**src/rtl/seq_divider_8.sv**
```systemverilog
// seq_divider_8: 8-bit unsigned restoring divider, one quotient bit per cycle.
// Ports: clk, rst_n (async, active-low), start, a (dividend), b (divisor) in;
//   busy, done (1-cycle pulse), q (quotient), r (remainder), dz (div-by-zero) out.
// Optional macro DIV_ZERO_CHECK_EN: b=0 skips the 8 steps and raises dz.
module seq_divider_8 (
  input  logic       clk,
  input  logic       rst_n,
  input  logic       start,
  input  logic [7:0] a,
  input  logic [7:0] b,
  output logic       busy,
  output logic       done,
  output logic [7:0] q,
  output logic [7:0] r,
  output logic       dz
);

  typedef enum logic [1:0] {
    IDLE = 2'd0,
    RUN  = 2'd1,
    DONE = 2'd2
  } state_t;

  state_t     r_state;
  state_t     w_next;
  logic [8:0] r_rem;
  logic [7:0] r_dvd;
  logic [7:0] r_div;
  logic [2:0] r_cnt;
  logic       r_done;
  logic [7:0] r_q;
  logic [7:0] r_r;
  logic [8:0] w_sh;
  logic [9:0] w_sub;
  logic       w_borrow;
  logic       w_zero;

`ifdef DIV_ZERO_CHECK_EN
  logic r_dz;
  assign w_zero = (b == 8'd0);
  assign dz     = r_dz;

  always_ff @(posedge clk or negedge rst_n) begin
    if (!rst_n) begin
      r_dz <= 1'b0;
    end else if (r_state == DONE) begin
      r_dz <= (r_div == 8'd0);
    end
  end
`else
  assign w_zero = 1'b0;
  assign dz     = 1'b0;
`endif

  // r_dvd shifts the dividend out of its MSB while quotient
  // bits enter at the LSB; after 8 steps it holds the quotient.
  assign w_sh     = {r_rem[7:0], r_dvd[7]};
  assign w_sub    = {r_rem, r_dvd[7]} - {2'b00, r_div};
  assign w_borrow = w_sub[9];

  assign busy = (r_state != IDLE);
  assign done = r_done;
  assign q    = r_q;
  assign r    = r_r;

  always_ff @(posedge clk or negedge rst_n) begin
    if (!rst_n) begin
      r_state <= IDLE;
    end else begin
      r_state <= w_next;
    end
  end

  always_comb begin
    w_next = r_state;
    unique case (r_state)
      IDLE: begin
        if (start) begin
          w_next = w_zero ? DONE : RUN;
        end
      end
      RUN: begin
        if (r_cnt == 3'd7) begin
          w_next = DONE;
        end
      end
      DONE:    w_next = IDLE;
      default: w_next = IDLE;
    endcase
  end

  always_ff @(posedge clk or negedge rst_n) begin
    if (!rst_n) begin
      r_rem  <= '0;
      r_dvd  <= '0;
      r_div  <= '0;
      r_cnt  <= '0;
      r_done <= 1'b0;
      r_q    <= '0;
      r_r    <= '0;
    end else begin
      r_done <= 1'b0;
      unique case (r_state)
        IDLE: begin
          if (start) begin
            r_div <= b;
            r_cnt <= '0;
            if (w_zero) begin
              r_rem <= {1'b0, a};
              r_dvd <= 8'hFF;
            end else begin
              r_rem <= '0;
              r_dvd <= a;
            end
          end
        end
        RUN: begin
          r_rem <= w_borrow ? w_sh : w_sub[8:0];
          r_dvd <= {r_dvd[6:0], ~w_borrow};
          r_cnt <= r_cnt + 3'd1;
        end
        DONE: begin
          r_q    <= r_dvd;
          r_r    <= r_rem[7:0];
          r_done <= 1'b1;
        end
        default: begin
          r_done <= 1'b0;
        end
      endcase
    end
  end

endmodule

```
**config.mk**
```make
export PLATFORM = sky130hd
export DESIGN_NAME = seq_divider_8
export DESIGN_NICKNAME = d
export VERILOG_FILES = /design/src/rtl/seq_divider_8.sv
export SDC_FILE = /design/constraint.sdc
export NUM_CORES = 1
export LEC_CHECK = 0
export ABC_CLOCK_PERIOD_IN_PS = 1840
export CAP_MARGIN = 20
export CORE_MARGIN = 3
export CORE_UTILIZATION = 59
export CTS_BUF_LIST = sky130_fd_sc_hd__clkbuf_4
export DETAILED_ROUTE_END_ITERATION = 8
export DONT_BUFFER_PORTS = 1
export HOLD_SLACK_MARGIN = 0.02
export PLACE_DENSITY = 0.89
export SLEW_MARGIN = 25
export SYNTH_ARGS = -nofsm -noshare
export SYNTH_HDL_FRONTEND = slang
export SYNTH_SLANG_ARGS = --single-unit
```
**constraint.sdc**
```tcl
create_clock -name clk -period 1.84 [get_ports clk]
set_input_delay 0.368 -clock clk [delete_from_list [all_inputs] [get_ports clk]]
set_output_delay 0.368 -clock clk [all_outputs]
set_load 0.05 [all_outputs]
```
==> impl_metrics.tcl <==
set metrics [dict create \
    die_w_um 69.9 \
    antenna_found_initial 0 \
    synth_area_leaders "dfrtp_1 49%, nand2_1 6.9%, ha_1 5.2%, o211ai_2 4.7%, mux2_2 4.2%" \
    drt_iter0_drc 358 \
    yosysWarnings 0 \
    syn-cell-area_sq_mm 0.00241 \
    cp-end-kind "register" \
    grt_first_pass_wirelength_um 10800 \
    area_growth_pct 28.8 \
    grt_pass1_vias 2182 \
    drtPass1Iterations 6 \
    die_area_sq_mm 0.00489 \
    grt_overflow 0 \
    clock_skew_ns 0.00332 \
    fin_crit_ns 2.11 \
    nets 322 \
    cts_root_buffer "clkbuf_4" \
    crit_arrival_ns 2.43 \
    hold_path_depth 2 \
    vias 2334 \
    critPathLaunchType "register" \
    initial_core_util_pct 63.4 \
    io_pins 38 \
    maxCapViolations 0 \
    slew_headroom_pct 62.7 \
    die_y_um 69.9 \
    fin_area_sq_mm 0.00310 \
    synth_cells 245 \
    path_clk_slew_ns 0.13 \
    synth_area_per_cell_sq_um 9.84 \
    ant_nets 0 \
    track_usage_pct 28.7 \
    hold_path.class "in2reg" \
    ys_types 38 \
    cts_max_level 2 \
    path_cells "ha_4 -> and3_4 -> a21oi_4 -> a31oi_4 -> or3_4 -> and2_4 -> o211ai_2" \
    drive_gt1_share_pct 36.5 \
    post-route-period-util_pct 115 \
    cts_sinks 47 \
    synth.most_common_cell "dfrtp_1" \
    cts_tree "yes" \
    yosys_register_bits 47 \
    rsz0062_at_grt "true" \
    syn_nets 275 \
    tritoncts.num_buffers 5 \
    insertion_delay_ns 0.39 \
    drc 0 \
    async_reset_ff_share_pct 100 \
    core-area_sq_mm 0.00380 \
    worstPathRequired_ns 2.16 \
    fin_ws_ns -0.272 \
    violations "setup timing" \
    outcome "finished, violations left" \
    drv_slew 0 \
    placement.io_buffers 0 \
    cts_buffer_depth 2 \
    synth_top_area_cell "dfrtp_1" \
    post_drt_wl_per_cell_um 22.9 \
    crit_type "reg2reg" \
    worstRegToRegCells 7 \
    synth_edf_count 0 \
    setup_violations 10 \
    tightest_slew_ns 0.558 \
    gp_congestion 0.842 \
    wl_um 7790 \
    dp_hpwl_um 3940 \
    synth_top_area_share_pct 48.8 \
    rows 22 \
    hold_viol 0 \
    via_per_inst 6.84 \
    grt_max_degree 48 \
    yosys-top-cells-count "47 x dfrtp_1, 44 x nand2_1, 14 x nor2_1" \
    ys.flop_type "dfrtp_1" \
    diodes 0 \
    cp_slowest_cell "dfrtp_2" \
    place_area_sq_mm 0.00276 \
    ys_seq_area_share_pct 48.8 \
    max_stage_delay_ns 0.47 \
    cp_max_fo 8 \
    max_freq_mhz 473 \
]
cells in the final DEF, fill, tap and decap left out, types with 4 or more instances in the layout:
master	count
buf_4	49
dfrtp_1	46
nand2_1	44
nor2_1	14
o21ai_1	10
mux2_2	9
o211ai_2	9
inv_1	8
nand3_1	8
o21ai_0	7
nand4_1	6
a31oi_1	6
ha_4	6
clkbuf_4	6
mux2_1	5
nand2b_1	4
ha_1	4
sequential cells by signal, summed over array words and instances (netlist names):
name / cells
r_cnt: 3
r_dvd: 8
done: 1
q: 8
r: 8
r_state: 2
r_rem: 9
r_div: 8
metal layers:
metal  vias to the layer above  share of wire, %  GRT usage (%)
met2                       207                47           45.1
met1                      1129                36           33.9
met4                         0               6.4           17.9
li1                        942                 -              -
met3                        56                11           9.50
met5                         -                 0              0
through the flow:
step	cells	worst slack (ns)	utilization (%)	hold slack (ns)	setup TNS, ns
2_1_floorplan	245	-0.109	-	0.0724	-0.954
3_3_place_gp	317	-0.202	72.6	0.0733	-1.87
3_5_place_dp	317	-0.305	72.6	0.0732	-2.70
4_1_cts	337	-0.157	79.0	0.0826	-1.05
5_1_grt	341	-0.284	81.7	0.0636	-2.61
6_report	341	-0.272	81.7	0.0766	-2.35
path summary, 6_finish.rpt:
path / from / endpoint / slack [ns]
worst max register to register: r_rem[3] / r_rem[1] / -0.27
max in group asynchronous: rst_n / r_rem[3] / 1.15
worst min-delay path: b[0] / r_div[0] / 0.08
worst max-delay path: r_rem[3] / r_rem[1] / -0.27
worst min register to register: r_cnt[1] / r_cnt[1] / 0.54
min in group asynchronous: rst_n / r_dvd[3] / 0.48
kinds of logic (layout without fill, tap and decap cells):
family | Yosys count | after routing | share of synthesized area [%]
AOI/OAI and AO/OA | 50 | 50 | 15.1
xor gates and xnor gates | 4 | 4 | 1.45
and+or+nand+nor | 91 | 92 | 17.1
other | 1 | 1 | 0.156
adders and majority gates | 11 | 11 | 6.02
buffers and inverters | 27 | 74 | 4.83
DFF | 47 | 47 | 48.8
muxes | 14 | 14 | 6.54
layout make-up:
cell class	instances	area, sq um
inverter	12	47.5
clock inverter	2	12.5
tap	48	60.1
multi-input combinational	172	1320
sequential	47	1180
fill	172	694
timing repair buffer	54	439
clock buffer	6	45.0
what timing repair did:
action,in CTS,in global routing
hold buffers,2,0
gates resized for setup,16,12
setup buffers,8,4
pin swaps,17,10
hold endpoints to repair,47,0
setup endpoints to repair,10,10
gates cloned,2,0
worst max-delay path, delay by kind of cell, from the launching register on:
kind	cells	cell delay, ns
flops	1	0.47
compound gates	3	0.52
simple gates	3	0.79
fa+ha+maj	1	0.27
Power is left out: the tool's default activity adds up to more than one toggle a clock period on the data nets, which glitch-free logic cannot reach.
